[config.mk]
export PLATFORM = sky130hd
export DESIGN_NAME = ls_axil_initiator
export DESIGN_NICKNAME = d
export VERILOG_FILES = /design/src/rtl/ls_axil_initiator.sv
export SDC_FILE = /design/constraint.sdc
export NUM_CORES = 1
export LEC_CHECK = 0
export CELL_PAD_IN_SITES_DETAIL_PLACEMENT = 0
export CELL_PAD_IN_SITES_GLOBAL_PLACEMENT = 1
export CORE_ASPECT_RATIO = 0.6
export CORE_MARGIN = 2
export CORE_UTILIZATION = 30
export CTS_CLUSTER_SIZE = 28
export DETAILED_ROUTE_END_ITERATION = 10
export GPL_ROUTABILITY_DRIVEN = 0
export PLACE_DENSITY_LB_ADDON = 0.05
export SETUP_SLACK_MARGIN = 0.05
export SLEW_MARGIN = 20
export SYNTH_ARGS = -nofsm -noshare
export SYNTH_HDL_FRONTEND = slang
export SYNTH_SLANG_ARGS = --single-unit
[constraint.sdc]
create_clock -name axi_clk -period 5.15 [get_ports axi_clk]
set_input_delay 1.03 -clock axi_clk [delete_from_list [all_inputs] [get_ports axi_clk]]
set_output_delay 1.03 -clock axi_clk [all_outputs]
set_load 0.02 [all_outputs]
[src/rtl/ls_axil_initiator.sv]
// ls_axil_initiator: single-request command port to AXI4-Lite initiator for the
// user subsystem ls register port. One transaction in flight; watchdog aborts
// transactions the responder never completes. The ls port has no B channel, so
// a write completes once both AW and W handshakes have occurred.
module ls_axil_initiator #(
    parameter int unsigned pADDR_WIDTH = 12,
    parameter int unsigned pDATA_WIDTH = 32,
    parameter int unsigned pTIMEOUT    = 255
) (
    input  logic                       axi_clk,
    input  logic                       axi_reset,
    input  logic                       req_valid,
    output logic                       req_ready,
    input  logic                       req_write,
    input  logic [pADDR_WIDTH-1:0]     req_addr,
    input  logic [pDATA_WIDTH-1:0]     req_wdata,
    input  logic [pDATA_WIDTH/8-1:0]   req_wstrb,
    output logic                       rsp_valid,
    input  logic                       rsp_ready,
    output logic [pDATA_WIDTH-1:0]     rsp_rdata,
    output logic                       rsp_timeout,
    output logic [pADDR_WIDTH-1:0]     m_awaddr,
    output logic                       m_awvalid,
    input  logic                       m_awready,
    output logic [pDATA_WIDTH-1:0]     m_wdata,
    output logic [pDATA_WIDTH/8-1:0]   m_wstrb,
    output logic                       m_wvalid,
    input  logic                       m_wready,
    output logic [pADDR_WIDTH-1:0]     m_araddr,
    output logic                       m_arvalid,
    input  logic                       m_arready,
    input  logic [pDATA_WIDTH-1:0]     m_rdata,
    input  logic                       m_rvalid,
    output logic                       m_rready
);

    localparam int unsigned STRB_W   = pDATA_WIDTH / 8;
    localparam logic [15:0] WDOG_LAST = 16'(pTIMEOUT - 1);

    typedef enum logic [2:0] {
        S_IDLE,
        S_WR,
        S_RD_ADDR,
        S_RD_DATA,
        S_RESP
    } state_t;

    state_t                   r_state,       w_state_nxt;
    logic                     r_req_ready,   w_req_ready_nxt;
    logic                     r_awvalid,     w_awvalid_nxt;
    logic                     r_wvalid,      w_wvalid_nxt;
    logic                     r_arvalid,     w_arvalid_nxt;
    logic                     r_rready,      w_rready_nxt;
    logic                     r_rsp_valid,   w_rsp_valid_nxt;
    logic                     r_rsp_timeout, w_rsp_timeout_nxt;
    logic [pDATA_WIDTH-1:0]   r_rsp_rdata,   w_rsp_rdata_nxt;
    logic [pADDR_WIDTH-1:0]   r_awaddr,      w_awaddr_nxt;
    logic [pADDR_WIDTH-1:0]   r_araddr,      w_araddr_nxt;
    logic [pDATA_WIDTH-1:0]   r_wdata,       w_wdata_nxt;
    logic [STRB_W-1:0]        r_wstrb,       w_wstrb_nxt;
    logic                     r_aw_done,     w_aw_done_nxt;
    logic                     r_w_done,      w_w_done_nxt;
    logic [15:0]              r_wdog,        w_wdog_nxt;

    logic w_aw_hs, w_w_hs, w_ar_hs, w_r_hs, w_expired;

    assign req_ready   = r_req_ready;
    assign rsp_valid   = r_rsp_valid;
    assign rsp_rdata   = r_rsp_rdata;
    assign rsp_timeout = r_rsp_timeout;
    assign m_awaddr    = r_awaddr;
    assign m_awvalid   = r_awvalid;
    assign m_wdata     = r_wdata;
    assign m_wstrb     = r_wstrb;
    assign m_wvalid    = r_wvalid;
    assign m_araddr    = r_araddr;
    assign m_arvalid   = r_arvalid;
    assign m_rready    = r_rready;

    // State and registered outputs; reset clears everything asynchronously
    always_ff @(posedge axi_clk or posedge axi_reset) begin
        if (axi_reset) begin
            r_state       <= S_IDLE;
            r_req_ready   <= 1'b0;
            r_awvalid     <= 1'b0;
            r_wvalid      <= 1'b0;
            r_arvalid     <= 1'b0;
            r_rready      <= 1'b0;
            r_rsp_valid   <= 1'b0;
            r_rsp_timeout <= 1'b0;
            r_rsp_rdata   <= '0;
            r_awaddr      <= '0;
            r_araddr      <= '0;
            r_wdata       <= '0;
            r_wstrb       <= '0;
            r_aw_done     <= 1'b0;
            r_w_done      <= 1'b0;
            r_wdog        <= '0;
        end else begin
            r_state       <= w_state_nxt;
            r_req_ready   <= w_req_ready_nxt;
            r_awvalid     <= w_awvalid_nxt;
            r_wvalid      <= w_wvalid_nxt;
            r_arvalid     <= w_arvalid_nxt;
            r_rready      <= w_rready_nxt;
            r_rsp_valid   <= w_rsp_valid_nxt;
            r_rsp_timeout <= w_rsp_timeout_nxt;
            r_rsp_rdata   <= w_rsp_rdata_nxt;
            r_awaddr      <= w_awaddr_nxt;
            r_araddr      <= w_araddr_nxt;
            r_wdata       <= w_wdata_nxt;
            r_wstrb       <= w_wstrb_nxt;
            r_aw_done     <= w_aw_done_nxt;
            r_w_done      <= w_w_done_nxt;
            r_wdog        <= w_wdog_nxt;
        end
    end

    // Next-state and next-output logic; handshakes beat the watchdog in the last cycle
    always_comb begin
        w_state_nxt       = r_state;
        w_req_ready_nxt   = r_req_ready;
        w_awvalid_nxt     = r_awvalid;
        w_wvalid_nxt      = r_wvalid;
        w_arvalid_nxt     = r_arvalid;
        w_rready_nxt      = r_rready;
        w_rsp_valid_nxt   = r_rsp_valid;
        w_rsp_timeout_nxt = r_rsp_timeout;
        w_rsp_rdata_nxt   = r_rsp_rdata;
        w_awaddr_nxt      = r_awaddr;
        w_araddr_nxt      = r_araddr;
        w_wdata_nxt       = r_wdata;
        w_wstrb_nxt       = r_wstrb;
        w_aw_done_nxt     = r_aw_done;
        w_w_done_nxt      = r_w_done;
        w_wdog_nxt        = r_wdog;

        w_aw_hs   = r_awvalid & m_awready;
        w_w_hs    = r_wvalid & m_wready;
        w_ar_hs   = r_arvalid & m_arready;
        w_r_hs    = r_rready & m_rvalid;
        w_expired = (r_wdog >= WDOG_LAST);

        case (r_state)
            S_IDLE: begin
                w_req_ready_nxt = 1'b1;
                if (req_valid && r_req_ready) begin
                    w_req_ready_nxt = 1'b0;
                    w_wdog_nxt      = '0;
                    if (req_write) begin
                        w_awaddr_nxt  = req_addr;
                        w_wdata_nxt   = req_wdata;
                        w_wstrb_nxt   = req_wstrb;
                        w_awvalid_nxt = 1'b1;
                        w_wvalid_nxt  = 1'b1;
                        w_aw_done_nxt = 1'b0;
                        w_w_done_nxt  = 1'b0;
                        w_state_nxt   = S_WR;
                    end else begin
                        w_araddr_nxt  = req_addr;
                        w_arvalid_nxt = 1'b1;
                        w_state_nxt   = S_RD_ADDR;
                    end
                end
            end
            S_WR: begin
                w_wdog_nxt    = r_wdog + 16'd1;
                w_aw_done_nxt = r_aw_done | w_aw_hs;
                w_w_done_nxt  = r_w_done | w_w_hs;
                if (w_aw_hs) w_awvalid_nxt = 1'b0;
                if (w_w_hs)  w_wvalid_nxt  = 1'b0;
                if (w_aw_done_nxt && w_w_done_nxt) begin
                    w_rsp_valid_nxt   = 1'b1;
                    w_rsp_rdata_nxt   = '0;
                    w_rsp_timeout_nxt = 1'b0;
                    w_state_nxt       = S_RESP;
                end else if (w_expired) begin
                    w_awvalid_nxt     = 1'b0;
                    w_wvalid_nxt      = 1'b0;
                    w_rsp_valid_nxt   = 1'b1;
                    w_rsp_rdata_nxt   = '1;
                    w_rsp_timeout_nxt = 1'b1;
                    w_state_nxt       = S_RESP;
                end
            end
            S_RD_ADDR: begin
                w_wdog_nxt = r_wdog + 16'd1;
                if (w_ar_hs) begin
                    w_arvalid_nxt = 1'b0;
                    w_rready_nxt  = 1'b1;
                    w_state_nxt   = S_RD_DATA;
                end else if (w_expired) begin
                    w_arvalid_nxt     = 1'b0;
                    w_rsp_valid_nxt   = 1'b1;
                    w_rsp_rdata_nxt   = '1;
                    w_rsp_timeout_nxt = 1'b1;
                    w_state_nxt       = S_RESP;
                end
            end
            S_RD_DATA: begin
                w_wdog_nxt = r_wdog + 16'd1;
                if (w_r_hs) begin
                    w_rready_nxt      = 1'b0;
                    w_rsp_valid_nxt   = 1'b1;
                    w_rsp_rdata_nxt   = m_rdata;
                    w_rsp_timeout_nxt = 1'b0;
                    w_state_nxt       = S_RESP;
                end else if (w_expired) begin
                    w_rready_nxt      = 1'b0;
                    w_rsp_valid_nxt   = 1'b1;
                    w_rsp_rdata_nxt   = '1;
                    w_rsp_timeout_nxt = 1'b1;
                    w_state_nxt       = S_RESP;
                end
            end
            S_RESP: begin
                if (rsp_ready) begin
                    w_rsp_valid_nxt = 1'b0;
                    w_req_ready_nxt = 1'b1;
                    w_state_nxt     = S_IDLE;
                end
            end
            default: begin
                w_state_nxt = S_IDLE;
            end
        endcase
    end

endmodule

### Word-level counts from Yosys, hierarchy flattened

Index checks and enable logic that the tools add are counted.

| cells by class | value |
|---|---|
| reduce and logical (&&, ||, !) cells | 21 |
| bitwise operators | 7 |
| muxes and demuxes | 51 |
| equal/unequal tests | 12 |
| $add $sub $neg | 1 |
| magnitude comparators | 1 |

Operators with widths:

| kind | count |
|---|---|
| 32-bit 2-to-1 mux | 4 |
| 32-bit case mux with 3 select lines | 1 |
| 16-bit case mux with 2 select lines | 1 |
| 1-bit 2-to-1 mux | 27 |
| 3-bit 2-to-1 mux | 6 |
| 16-bit by 1-bit adder with 16-bit output (second input constant) | 1 |
| 16-bit by 8-bit greater-or-equal comparator with 1-bit output (second input constant) | 1 |
| 16-bit 2-to-1 mux | 1 |
| 3-bit case mux with 5 select lines | 1 |
| 3-bit AND reduction | 5 |
| 1-bit case mux with 2 select lines | 7 |
| 2-bit != test (second input constant) | 6 |
| 2-bit nonzero test | 5 |
| 2-bit AND reduction | 4 |
| 3-bit by 2-bit == test with 1-bit output (second input constant) | 2 |
| 3-bit != test (second input constant) | 2 |
| 1-bit AND | 4 |
| 1-bit case mux with 4 select lines | 1 |
| 4-bit AND reduction | 1 |
| 4-bit nonzero test | 1 |
| 3-bit by 1-bit == test with 1-bit output (second input constant) | 1 |
| 3-bit == test (second input constant) | 1 |
| 3-bit zero test | 1 |
| 1-bit case mux with 3 select lines | 1 |
| 6 further kinds | 8 |

| storage, ports and cells | value |
|---|---|
| register bits | 120 |
| output and inout bits | 99 |
| input bits | 89 |
| logic and storage cells | 109 |

### Logic depth before layout (Yosys ltp)

| logic depth | value |
|---|---|
| depth in word-level cells | 5 |
| depth in mapped cells | 8 |
| mapped depth without buffers | 6 |

### Least setup slack after synthesis

Ideal clock, no wire load.

| timing path | value |
|---|---|
| path type | input -> register |
| start point | in req_valid |
| end point | reg r_araddr[10], in the netlist m_araddr[10] |
| buffers on the path | 1 |
| data arrival time | 2256 ps |
| library setup time | 125 ps |
| required time | 5025 ps |
| stages | 5 |
| setup slack | 2769 ps |
| cell sequence | nand2_1 > or4_1 > nor2_2 > buf_4 > mux2_2 |

| on the way | value |
|---|---|
| longest elaborated chain between the ends | 2 |

Ends and longest elaborated chain:

| element | RTL line | text |
|---|---|---|
| start: declaration | 12 | `input logic req_valid,` |
| 1-bit logical AND | 147 | `if (req_valid && r_req_ready) begin` |
| 3-bit AND reduction (no line) | n/a |  |
| end signal: assignment | 110 | `r_araddr <= w_araddr_nxt;` |
| end: declaration | 58 | `logic [pADDR_WIDTH-1:0] r_araddr, w_araddr_nxt;` |

Every way passes these cells.
A chain may end at the register's enable or synchronous reset.

### Worst setup path after layout

Ends and elaborated chain as after synthesis.

==> impl_metrics.tcl <==
set metrics [dict create \
    outcome "complete, no violations" \
    floorplan.rows 37 \
    grt-ovfl-total 0 \
    leading_cell_types_in_the_layout_fill_and_taps_excluded "clkdlybuf4s50_1 (187), dfrtp_1 (120), mux2_2 (60)" \
    grt_max_degree 63 \
    ys_dominant_reg_cell "dfrtp_1" \
    synth_nets 531 \
    regToRegStartpoint "r_state[2]" \
    cts-buffers-inserted 17 \
    total_power_mw 5.187 \
    synth_enable_flop_cells 0 \
    synth_area_per_cell_um2 11.89 \
    final_layout_size_suffix_gt1_share_pct 17.11 \
    finalSetupTns_ns 0 \
    number_of_buffers_inserted_to_repair_setup_after_cts 0 \
    criticalPathCategory "in -> reg" \
    setup.worst_path.start_class "primary input" \
    drc 0 \
    rrSetupSlack_ns 2.60 \
    clkLatencyLatePin_ns 0.41 \
    final_max_slew_viol_count 0 \
    peakVddDrop_mv 0.2916 \
    setup.worst_path.end "m_araddr[10]" \
    crit_path_top_delay_cell "clkdlybuf4s50_1" \
    critical_path_depth 5 \
    clock_tree.buffer_depth 2 \
    placeableCoreArea_um2 17130 \
    max_cap_violations 0 \
    critPathLaunch "req_valid" \
    internal-power_mw 3.281 \
    end_kind "flop" \
    synth_cell_types 49 \
    holdPathStages 1 \
    post-dp-hpwl_mm 11.00 \
    grt_pass1_vias 4320 \
    max_freq_mhz 342.1 \
    grt_use_total_pct 17.75 \
    ys.warnings.count 0 \
    cts-htree-levels 4 \
    cts_resized 0 \
    timing_worst_slew_pin_value_ns 0.8348 \
    rsz_0062_raised_after_global_routing "no" \
    sw_frac_of_total_pct 36.74 \
    drt-vias-per-instance 4.866 \
    portBuffers 187 \
    chipHeight_um 106.3 \
    cts.clk_slew.worst_paths_ns 0.06 \
    cts_hold_repair.buffers 0 \
    relSlewSlack_pct 44.35 \
    pre_cts_ws_ns 1.796 \
    antenna_found_initial 2 \
    wl_per_cell_um 18.11 \
    arrival_ns 3.21 \
    stdcell_area_um2 7989 \
    critical_path.n_buffers_inverters 1 \
    fp.dieArea_um2 18550 \
    instances_no_fill 873 \
    cellPowerDensity_nw_per_um2 649.2 \
    post-route-util_pct 46.64 \
    power.sequential.fraction_pct 31.7 \
    initialDrtViolationCount 283 \
    final_number_of_hold_violating_endpoints 0 \
    final_common_cell "clkdlybuf4s50_1" \
    leakagePower_nw 3.261 \
    cp_max_fo 12 \
    boundaryPins 188 \
    synth_seq_cells 120 \
    critical_path.cell_chain "clkdlybuf4s50_1 > nand2_1 > or4_1 > nor2_2 > mux2_2" \
    timing.reg2reg.worst_path_depth 5 \
    slowest_delay_ns 0.57 \
    cp.required_ns 5.44 \
    critical_path.top_delay_family "simple AND/OR/NAND/NOR gates" \
    placedCellCount 839 \
    power_switching_mw 1.905 \
    die_width_um 174.5 \
    final_period_minus_worst_setup_slack_ns 2.923 \
    clock-root-buffer "clkbuf_16" \
    cts_tree "built" \
    antenna_left 0 \
    layout.nets 715 \
    critical_path.reg2reg.endpoint "rsp_rdata[31]" \
    combinationalPowerShare_pct 43.6 \
    detail_route.first_pass.iterations 4 \
    hold-worst-slack_ns 0.4991 \
    post-route-period-util_pct 56.75 \
    timing.hold.worst.class "reg -> reg" \
    syn-instance-count 440 \
    worst_clock_skew_ns 0.01194 \
    asyncSetResetFlopFracSynth_pct 100.0 \
    global_route_wire_length_before_repair_mm 25.34 \
    finalWirelength_mm 15.81 \
    area_delta_synth_final_pct 52.64 \
    synth_area_um2 5234 \
    detailed_place.area_um2 7346 \
    worst_slack_ns 2.227 \
    clockPowerShare_pct 24.7 \
    starting_density_of_the_core_pct 30.56 \
    report.final.setup_viol 0 \
    cts_num_sinks 120 \
    sequential_element_share_of_the_synthesized_area_pct 57.38 \
    routed-via-count 4248 \
]
## area by class of cell
| type | instances | area, um^2 |
|---|---|---|
| Tap cell | 234 | 292.8 |
| Antenna cell | 2 | 5.005 |
| Clock inverter | 13 | 195.2 |
| Timing Repair Buffer | 195 | 1939 |
| Multi-Input combinational cell | 285 | 2090 |
| Inverter | 5 | 21.27 |
| Sequential cell | 120 | 3003 |
| Clock buffer | 19 | 442.9 |
| Fill cell | 1606 | 9140 |
## power by group through the flow
stage          clock network (mW)  logic [mW]  registers, mW
6_report                     1.28        2.26           1.64
4_1_cts                      1.32        2.29           1.64
3_5_place_dp                    0        2.28           1.65
5_1_grt                      1.37        2.42           1.71
3_3_place_gp                    0        2.24           1.64
2_1_floorplan                   0       0.791           2.03
## registers in the layout, indices dropped and copies added, names as in the netlist
register / flops
req_ready: 1
rsp_valid: 1
r_w_done: 1
r_state: 3
m_awvalid: 1
m_arvalid: 1
rsp_rdata: 32
r_aw_done: 1
m_wdata: 32
m_rready: 1
r_wdog: 16
m_wvalid: 1
m_awaddr: 12
m_wstrb: 4
rsp_timeout: 1
m_araddr: 12
## worst min path at each step
| stage | to | slack, ns | startpoint |
|---|---|---|---|
| 2_1_floorplan | r_wdog[15] | 0.45 | r_wdog[15] |
| 3_3_place_gp | m_wdata[6] | 0.49 | m_wdata[6] |
| 3_5_place_dp | m_wstrb[1] | 0.49 | m_wstrb[1] |
| 4_1_cts | r_wdog[15] | 0.50 | r_wdog[15] |
| 5_1_grt | m_wstrb[1] | 0.51 | m_wstrb[1] |
| 6_report | r_wdog[15] | 0.50 | r_wdog[15] |
## cell families (layout without fill, tap and decap cells)
family / count (synthesis) / after routing / synth area share [%]
XOR/XNOR: 7 / 7 / 1.171
multiplexers: 64 / 64 / 13.67
adder cells (fa/ha/maj): 2 / 2 / 0.4780
AO/OA/AOI/OAI: 104 / 104 / 13.56
AND/OR/NAND/NOR: 108 / 108 / 10.95
flip-flops: 120 / 120 / 57.38
buffers and inverters: 35 / 232 / 2.797
other: 0 / 2 / 0
## synth_stat cells, types with 5 or more instances
master | n | area (um^2)
dfrtp_1 | 120 | 3003
mux2_2 | 60 | 675.7
a21oi_1 | 41 | 205.2
nand3_1 | 38 | 190.2
a2bb2oi_1 | 30 | 262.8
clkbuf_1 | 19 | 71.32
nor2_1 | 18 | 67.56
nand2_1 | 11 | 41.29
buf_2 | 9 | 45.04
nand2b_1 | 6 | 37.54
nand4_1 | 6 | 37.54
nor3_1 | 6 | 30.03
o21ai_0 | 6 | 30.03
xnor2_1 | 6 | 52.55
a31oi_1 | 5 | 31.28
inv_1 | 5 | 18.77
## layer usage
| metal | GRT usage [%] | vias up | share of wire (%) |
|---|---|---|---|
| met5 | 0 | - | 0.10 |
| met1 | 25.51 | 2097 | 48 |
| li1 | - | 2003 | - |
| met4 | 3.750 | 2 | 0.30 |
| met3 | 8.155 | 6 | 9.2 |
| met2 | 24.21 | 140 | 43 |
No activity file was read; power rests on OpenSTA's default activity.
